## src/rtl/max7219_pkg.sv

```systemverilog
// Shared definitions for the MAX7219 frame-buffer controller: register map,
// command-word packing and controller state encoding.
package max7219_pkg;

  localparam logic [3:0] DIGIT0     = 4'h1;
  localparam logic [3:0] DIGIT1     = 4'h2;
  localparam logic [3:0] DIGIT2     = 4'h3;
  localparam logic [3:0] DIGIT3     = 4'h4;
  localparam logic [3:0] DIGIT4     = 4'h5;
  localparam logic [3:0] DIGIT5     = 4'h6;
  localparam logic [3:0] DIGIT6     = 4'h7;
  localparam logic [3:0] DIGIT7     = 4'h8;
  localparam logic [3:0] DECODE     = 4'h9;
  localparam logic [3:0] INTENSITY  = 4'hA;
  localparam logic [3:0] SCAN_LIMIT = 4'hB;
  localparam logic [3:0] SHUTDOWN   = 4'hC;
  localparam logic [3:0] TEST       = 4'hF;

  typedef enum logic [2:0] {
    ST_POWERUP,
    ST_INIT_ISSUE,
    ST_SCAN,
    ST_HANDSHAKE,
    ST_WAIT_BUSY,
    ST_WAIT_DONE
  } state_t;

  function automatic logic [15:0] make_word(input logic [3:0] addr, input logic [7:0] value);
    return {4'h0, addr, value};
  endfunction

endpackage

```

## src/rtl/max7219_fb_mem.sv

```systemverilog
// 8x8 frame buffer with one dirty bit per row; a write in the same cycle as
// the issue-clear of that row keeps the row dirty.
module max7219_fb_mem (
  input  logic       i_Clk,
  input  logic       i_Rst,
  input  logic       wr_en,
  input  logic [2:0] wr_row,
  input  logic [7:0] wr_data,
  input  logic [2:0] rd_row,
  output logic [7:0] rd_data,
  input  logic       clr_en,
  output logic [7:0] dirty
);

  logic [7:0] fb [8];
  logic [7:0] set_mask;
  logic [7:0] clr_mask;

  always_comb begin
    set_mask = '0;
    clr_mask = '0;
    if (wr_en)  set_mask[wr_row] = 1'b1;
    if (clr_en) clr_mask[rd_row] = 1'b1;
  end

  assign rd_data = fb[rd_row];

  // NOTE: the pixel array is reset on purpose: after reset every row is dirty
  // and must go out as a blank row, so the stored data has to be known zero.
  always_ff @(posedge i_Clk or posedge i_Rst) begin
    if (i_Rst) begin
      for (int i = 0; i < 8; i++) fb[i] <= '0;
      dirty <= '1;
    end else begin
      if (wr_en) fb[wr_row] <= wr_data;
      dirty <= (dirty & ~clr_mask) | set_mask;
    end
  end

endmodule

```

## src/rtl/max7219_fb_ctrl.sv

```systemverilog
// MAX7219 frame-buffer controller: power-up wait, register init sequence,
// then one command word per changed row or intensity update.
module max7219_fb_ctrl
  import max7219_pkg::*;
#(
  parameter int unsigned POWERUP_CYCLES = 1000,
  parameter logic [3:0]  INIT_INTENSITY = 4'h8
) (
  input  logic        i_Clk,
  input  logic        i_Rst,
  input  logic        i_Fb_We,
  input  logic [2:0]  i_Fb_Row,
  input  logic [7:0]  i_Fb_Data,
  input  logic        i_Intensity_Set,
  input  logic [3:0]  i_Intensity,
  output logic        o_Ready,
  output logic        o_Data_Ready,
  output logic [15:0] o_Data,
  input  logic        i_Busy
);

  localparam logic [19:0] PWR_LAST = 20'(POWERUP_CYCLES - 1);

  state_t      state;
  logic [19:0] pwr_cnt;
  logic [2:0]  init_idx;
  logic [2:0]  row_ptr;
  logic [3:0]  intensity;
  logic        int_pending;
  logic [7:0]  rd_data;
  logic [7:0]  dirty;
  logic        issue_row;
  logic [15:0] init_word;

  assign issue_row = (state == ST_SCAN) && !int_pending && dirty[row_ptr];

  max7219_fb_mem u_mem (
    .i_Clk   (i_Clk),
    .i_Rst   (i_Rst),
    .wr_en   (i_Fb_We),
    .wr_row  (i_Fb_Row),
    .wr_data (i_Fb_Data),
    .rd_row  (row_ptr),
    .rd_data (rd_data),
    .clr_en  (issue_row),
    .dirty   (dirty)
  );

  always_comb begin
    init_word = make_word(SHUTDOWN, 8'h01);
    case (init_idx)
      3'd0:    init_word = make_word(TEST, 8'h00);
      3'd1:    init_word = make_word(SCAN_LIMIT, 8'h07);
      3'd2:    init_word = make_word(DECODE, 8'h00);
      3'd3:    init_word = make_word(INTENSITY, {4'h0, intensity});
      default: init_word = make_word(SHUTDOWN, 8'h01);
    endcase
  end

  always_ff @(posedge i_Clk or posedge i_Rst) begin
    if (i_Rst) begin
      state        <= ST_POWERUP;
      pwr_cnt      <= '0;
      init_idx     <= '0;
      row_ptr      <= '0;
      intensity    <= INIT_INTENSITY;
      int_pending  <= 1'b0;
      o_Ready      <= 1'b0;
      o_Data_Ready <= 1'b0;
      o_Data       <= '0;
    end else begin
      o_Data_Ready <= 1'b0;
      case (state)
        ST_POWERUP: begin
          if (pwr_cnt == PWR_LAST) begin
            init_idx <= '0;
            state    <= ST_INIT_ISSUE;
          end else begin
            pwr_cnt <= pwr_cnt + 20'd1;
          end
        end
        ST_INIT_ISSUE: begin
          o_Data <= init_word;
          state  <= ST_HANDSHAKE;
        end
        ST_SCAN: begin
          if (int_pending) begin
            o_Data      <= make_word(INTENSITY, {4'h0, intensity});
            int_pending <= 1'b0;
            state       <= ST_HANDSHAKE;
          end else begin
            if (dirty[row_ptr]) begin
              o_Data <= make_word(DIGIT0 + {1'b0, row_ptr}, rd_data);
              state  <= ST_HANDSHAKE;
            end
            row_ptr <= row_ptr + 3'd1;
          end
        end
        ST_HANDSHAKE: begin
          if (!i_Busy) begin
            o_Data_Ready <= 1'b1;
            state        <= ST_WAIT_BUSY;
          end
        end
        ST_WAIT_BUSY: begin
          if (i_Busy) state <= ST_WAIT_DONE;
        end
        ST_WAIT_DONE: begin
          if (!i_Busy) begin
            if (o_Ready) begin
              state <= ST_SCAN;
            end else if (init_idx == 3'd4) begin
              o_Ready <= 1'b1;
              state   <= ST_SCAN;
            end else begin
              init_idx <= init_idx + 3'd1;
              state    <= ST_INIT_ISSUE;
            end
          end
        end
        default: state <= ST_POWERUP;
      endcase
      // NOTE: non-blocking assignments take the last write in the block, so a
      // new request here overrides the pending-clear of an issue this cycle.
      if (i_Intensity_Set) begin
        intensity   <= i_Intensity;
        int_pending <= 1'b1;
      end
    end
  end

endmodule
```

## config.mk

```make
export PLATFORM = sky130hd
export DESIGN_NAME = max7219_fb_ctrl
export DESIGN_NICKNAME = d
export VERILOG_FILES = /design/src/rtl/max7219_pkg.sv /design/src/rtl/max7219_fb_mem.sv /design/src/rtl/max7219_fb_ctrl.sv
export SDC_FILE = /design/constraint.sdc
export NUM_CORES = 1
export LEC_CHECK = 0
export ABC_AREA = 1
export BUFFER_PORTS_ARGS = -buffer_cell sky130_fd_sc_hd__buf_4
export CAP_MARGIN = 20
export CORE_ASPECT_RATIO = 1.1
export CORE_UTILIZATION = 35
export CTS_CLUSTER_DIAMETER = 40
export DETAILED_ROUTE_END_ITERATION = 8
export PLACE_DENSITY = 0.59
export SETUP_SLACK_MARGIN = 0.2
export SYNTH_ARGS = -nofsm -noshare
export SYNTH_HDL_FRONTEND = slang
export SYNTH_SLANG_ARGS = --single-unit
```

## constraint.sdc

```tcl
create_clock -name i_Clk -period 4.3 [get_ports i_Clk]
set_input_delay 0.43 -clock i_Clk [delete_from_list [all_inputs] [get_ports i_Clk]]
set_output_delay 0.43 -clock i_Clk [all_outputs]
set_load 0.01 [all_outputs]
```

Word level (Yosys, flattened, before mapping)
Index checks and enable logic that the tools add are counted.
W data, S select, Z words.
{ "word_totals": {"out_inout_bits": 18, "ff_bits": 124, "romBits": 0, "memories": 0, "mem_bits_rw": 0, "word_cells": 109, "latch_bits": 0, "inputBits": 20} }
{ "classes": {"eq_ne": 17, "n_reduce_logical": 17, "n_mux": 38, "n_mul": 0, "div": 0, "bitwise": 8, "order_cmp": 7, "shifts": 0, "add_sub_neg": 4} }
{ "op_table": {"columns": ["operator", "count"], "rows": [
  ["$bwmux W64", 1],
  ["$pmux W11 S4", 1],
  ["$mux W8", 5],
  ["$mux W16", 2],
  ["$pmux W16 S2", 1],
  ["$mux W3", 10],
  ["$bmux W8 S3", 1],
  ["$demux W8 S3", 1],
  ["$add A20 B1 Y20 const B", 1],
  ["$eq A20 B10 Y1 const B", 1],
  ["$pmux W3 S6", 1],
  ["$eq A3 B2 Y1 const B", 4],
  ["$ne A2 B2 Y1 const B", 6],
  ["$reduce_and A5 Y1", 2],
  ["$eq A3 B3 Y1 const B", 3],
  ["$mux W1", 9],
  ["$and A8 B8 Y8", 1],
  ["$ge A4 B4 Y1 const B", 2],
  ["$lt A3 B4 Y1 const B", 2],
  ["$not A3 Y4", 2],
  ["$not A8 Y8", 1],
  ["$or A8 B8 Y8", 1],
  ["$reduce_and A2 Y1", 4],
  ["$add A3 B1 Y3 const B", 2],
  ["other kinds (14)", 27]
]} }

Depth between registers and ports, before layout
{ "depth": {"ltp_word": 8, "mapped_depth": 12, "mapped_depth_nobuf": 11} }

Modules after synthesis
Synthesis repeated with hierarchy kept, for this count alone.
{ "hier_totals": {"cells_unflattened": 843, "area_unflattened_um2": 6470.0} }
{ "by_module_without_submodules": {"columns": ["mod", "area_per_inst_um2", "cells_per_inst", "instances"], "rows": [
  ["max7219_fb_mem", 3550.9, 456, 1],
  ["max7219_fb_ctrl", 2919.0, 387, 1]
]} }

Worst setup path before layout
Ideal clock, no wire load.
{ "synth_path": {"path_type": "reg2reg", "startpoint": "register pwr_cnt[0]", "endpoint": "register pwr_cnt[12]", "t_required_ns": 4.183, "path_stages_with_launch": 9, "slack_ns": 2.861, "arrival_time_ns": 1.322, "setup_time_ns": 0.117, "cell_sequence": "dfrtp_1 > ha_1 > nand3_1 > nor3_1 > inv_1 > nor2_1 > nand2_1 > nand2_1 > nand2_1"} }
{ "synth_via": {"elab_chain_cells": 3, "word_cells_on_any_way": 4, "classes_between": "1 x add/sub; 1 x eq/ne; 1 x bitwise; 1 x reduce/logical"} }
{ "synth_lines": {"columns": ["element", "line", "rtl"], "rows": [
  ["start: declaration", "max7219_fb_ctrl.sv:25", "logic [19:0] pwr_cnt;"],
  ["start signal: assignment", "max7219_fb_ctrl.sv:79", "pwr_cnt <= pwr_cnt + 20'd1;"],
  ["parallel branches: the longest is 3 deep, another holds $add A20 B1 Y20", null, null]
]} }
Several ways; the timed one is not identified.
A chain may end at the register's enable or synchronous reset.

Worst setup path in the final report
{ "layout_path": {"startpoint": "register state[0]", "endpoint": "register o_Data[1]"} }
{ "layout_via": {"elab_chain_cells": 3, "word_cells_on_any_way": 6, "classes_between": "3 x eq/ne; 1 x mux; 2 x reduce/logical"} }
{ "layout_lines": {"columns": ["element", "line", "rtl"], "rows": [
  ["start: declaration", "max7219_fb_ctrl.sv:24", "state_t state;"],
  ["start signal: assignment", "max7219_fb_ctrl.sv:62", "state <= ST_POWERUP;"],
  ["start signal: assignment", "max7219_fb_ctrl.sv:77", "state <= ST_INIT_ISSUE;"],
  ["start signal: assignment", "max7219_fb_ctrl.sv:84", "state <= ST_HANDSHAKE;"],
  ["$eq A3 B2 Y1 or $eq A3 B1 Y1 (tied branches)", "max7219_fb_ctrl.sv:73", "case (state)"],
  ["$ne A3 B2 Y1 (no source line) or $reduce_bool A2 Y1 (tied branches)", null, null],
  ["$reduce_and A2 Y1 (no source line)", null, null],
  ["end signal: assignment", "max7219_fb_ctrl.sv:83", "o_Data <= init_word;"],
  ["end signal: assignment", "max7219_fb_ctrl.sv:88", "o_Data <= make_word(INTENSITY, {4'h0, intensity});"],
  ["end signal: assignment", "max7219_fb_ctrl.sv:93", "o_Data <= make_word(DIGIT0 + {1'b0, row_ptr}, rd_data);"],
  ["end: declaration", "max7219_fb_ctrl.sv:18", "output logic [15:0] o_Data,"]
]} }
Parallel ways exist; a longest one is shown, timed or not.

==> reports/results.ini <==
[run_status]
status = complete, no violations

[timing]
fin_hold_ws_ns = 0.118
timing.final.crit_period_ns = 1.97
setup_viol = 0
fmax_ghz = 0.508
finalCritPeriodShare_pct = 45.8
rsz0062_at_grt = false
fin_ws_ns = 2.33
fin_tns_setup_ns = 0
worst_pin_slew_ns = 0.754
finalClockSkew_ns = 0.00486
hold_violations = 0
max_slew_margin_pct = 49.6
drv_slew = 0

[floorplan]
ios = 38
core-area_um2 = 17200
die_area_um2 = 18300
die-width_um = 129
num_rows = 50
die_h_um = 142
start_util_pct = 36.2

[route]
detail_route.first_pass.iterations = 5
route.met3.wl_um = 504
drtIter0Drc = 375
wl_met1_mm = 7.10
avgRoutedWirePerCell_um = 13.4
drt.antenna.violating_nets = 0
drc = 0
wl_mm = 14.7
wl_met2_mm = 6.76
via_per_inst = 4.69
vias = 5128
dr.max_layer_used = met4

[power]
total_power_mw = 4.26
p_leak_nw = 3.57
power.density_nw_per_um2 = 594
max-vdd-ir-drop_mv = 0.293

[global_route]
grt_overflow = 0
grt_antenna_before_repair = 0
grt_max_degree = 66
grt_pass1_wl_mm = 25.2
track_usage_pct = 17.9
grt_pass1_vias = 5011

[place]
gp_congestion = 0.810
io_buffers = 33
dp_cells = 1061
dp_hpwl_mm = 9.81
dp_slack_ns = 2.31
placed_cell_area_um2 = 6610

[setup_path]
slowest_stage = nor2_2
cp_common_cell = nand2_1
rrSetupSlack_ns = 2.33
r2r-end = o_Data[1]
worstPathMaxFanout = 16
r2r_start = state[0]
worstPathArrival_ns = 2.28
worstPathRequired_ns = 4.61
crit_type = reg2reg
worstSetupEndpointType = flop
startpoint_type = flop
max_stage_delay_ns = 0.50
reg2regPathDepth = 8
cp_cell_sequence = nor2_1 > nand2_1 > nor2_2 > nand3_4 > nand2_4 > inv_1 > nand2_1 > nand2_1

[cts]
hold_buffers = 0
insertion_delay_ns = 0.42
htree_levels = 4
cts_buffers = 17
clock_path_buffers = 2
tritoncts = done
clkTransAtPathRegs_ns = 0.05
clock-sinks = 120
cts_resized = 0
cts_setup_buffers = 0
root_buffer = clkbuf_16

[yosys]
synthTopCellsByArea = dfrtp_1 45%, nand2_1 18%, o21ai_0 7.6%
yosysMostFrequentCell = nand2_1
ys_seq_area_share_pct = 48.5
synth_async_sr_flop_share_pct = 100
synth_compound_area_share_pct = 10.6
syn_inst = 816
yosysWarningCount = 0
synth_seq_cells = 120
synth-simple-area-share_pct = 28.5
netlist_area_um2 = 6220
synthAdderAreaFrac_pct = 1.41
syn_area_per_cell_um2 = 7.62
synth_area_leader_cell = dfrtp_1
synth.mux.area_fraction_pct = 0
synth_edf_count = 0
synth_top_family_by_area = simple AND/OR/NAND/NOR gates
synth_commonest_cells = 293 x nand2_1, 111 x dfrtp_1, 95 x o21ai_0
synth_flop_cell = dfrtp_1
synthDistinctLibCells = 32
synth.top_cell.area_share_pct = 44.7
synthXorXnorAreaFrac_pct = 2.11

[hold_path]
hold_class = in2async

[finish]
stdcell_area_um2 = 7170
final_core_util_pct = 41.7
finalNonFillerCells = 1093
area_growth_pct = 15.2
fillers = 1757
multi_input_area_um2 = 2670
antenna_cells = 0
seq_area_um2 = 3010
final_layout_size_suffix_gt1_share_pct = 11.5
num-nets-final = 873

[flow_run]
drv_cap = 0

## worst max path at each step
| stage | from | endpoint | slack [ns] | cells past startpoint |
|---|---|---|---|---|
| after floorplan | i_Rst | init_idx[0] | 0.70 | 1 |
| after global placement | row_ptr[0] | u_mem.dirty[3] | 2.37 | 10 |
| after detailed placement | state[0] | o_Data[1] | 2.31 | 8 |
| after CTS | state[0] | o_Data[1] | 2.30 | 8 |
| after global routing | row_ptr[0] | u_mem.dirty[6] | 2.05 | 10 |
| final | state[0] | o_Data[1] | 2.33 | 8 |
## power by group
| part | total, mW | switching, mW | internal [mW] |
|---|---|---|---|
| logic | 1.36 | 0.919 | 0.439 |
| registers | 1.54 | 0.177 | 1.37 |
| clock network | 1.35 | 0.493 | 0.861 |
## placed cells by master, fill, tap and decap left out, types with 9 or more instances in the layout
| cell | n |
|---|---|
| inv_1 | 91 |
| nand3_1 | 53 |
| a21oi_1 | 16 |
| o21ai_0 | 95 |
| buf_4 | 34 |
| nand2_1 | 293 |
| xor2_1 | 14 |
| nand4_1 | 10 |
| nor2_1 | 47 |
| dfstp_2 | 9 |
| dfrtp_1 | 111 |
| clkbuf_16 | 17 |
## critical path: cells and delay by family (launching register included)
family,cells,cell delay [ns]
DFF,1,0.42
buffers and inverters,1,0.10
and+or+nand+nor,7,1.33
## sequential cells by signal, summed over array words and instances, names as in the netlist
| register | cells |
|---|---|
| init_idx | 3 |
| int_pending | 1 |
| intensity | 4 |
| o_Data | 12 |
| o_Data_Ready | 1 |
| o_Ready | 1 |
| pwr_cnt | 20 |
| row_ptr | 3 |
| state | 3 |
| u_mem.dirty | 8 |
| u_mem.fb | 64 |
## per-layer routing
metal  vias to the layer above  global-route usage, %
li1                       2624                      -
met5                         -                      0
met3                        28                   4.30
met2                        85                   28.0
met1                      2391                   23.7
met4                         0                   7.43
## logic make-up after synthesis
family | Yosys count
XOR/XNOR | 15
buffers and inverters | 122
flip-flops | 120
other | 1
adder cells (fa/ha/maj) | 7
AO/OA/AOI/OAI | 124
AND/OR/NAND/NOR | 427
## layout make-up
cell class / count / share of cell area [%]
Timing Repair Buffer: 35 / 3.84
Clock buffer: 23 / 6.39
Clock inverter: 9 / 1.40
Inverter: 95 / 5.01
Sequential cell: 120 / 42.1
Tap cell: 234 / 4.09
Multi-Input combinational cell: 577 / 37.2
Power figures use the tool's default switching activity.
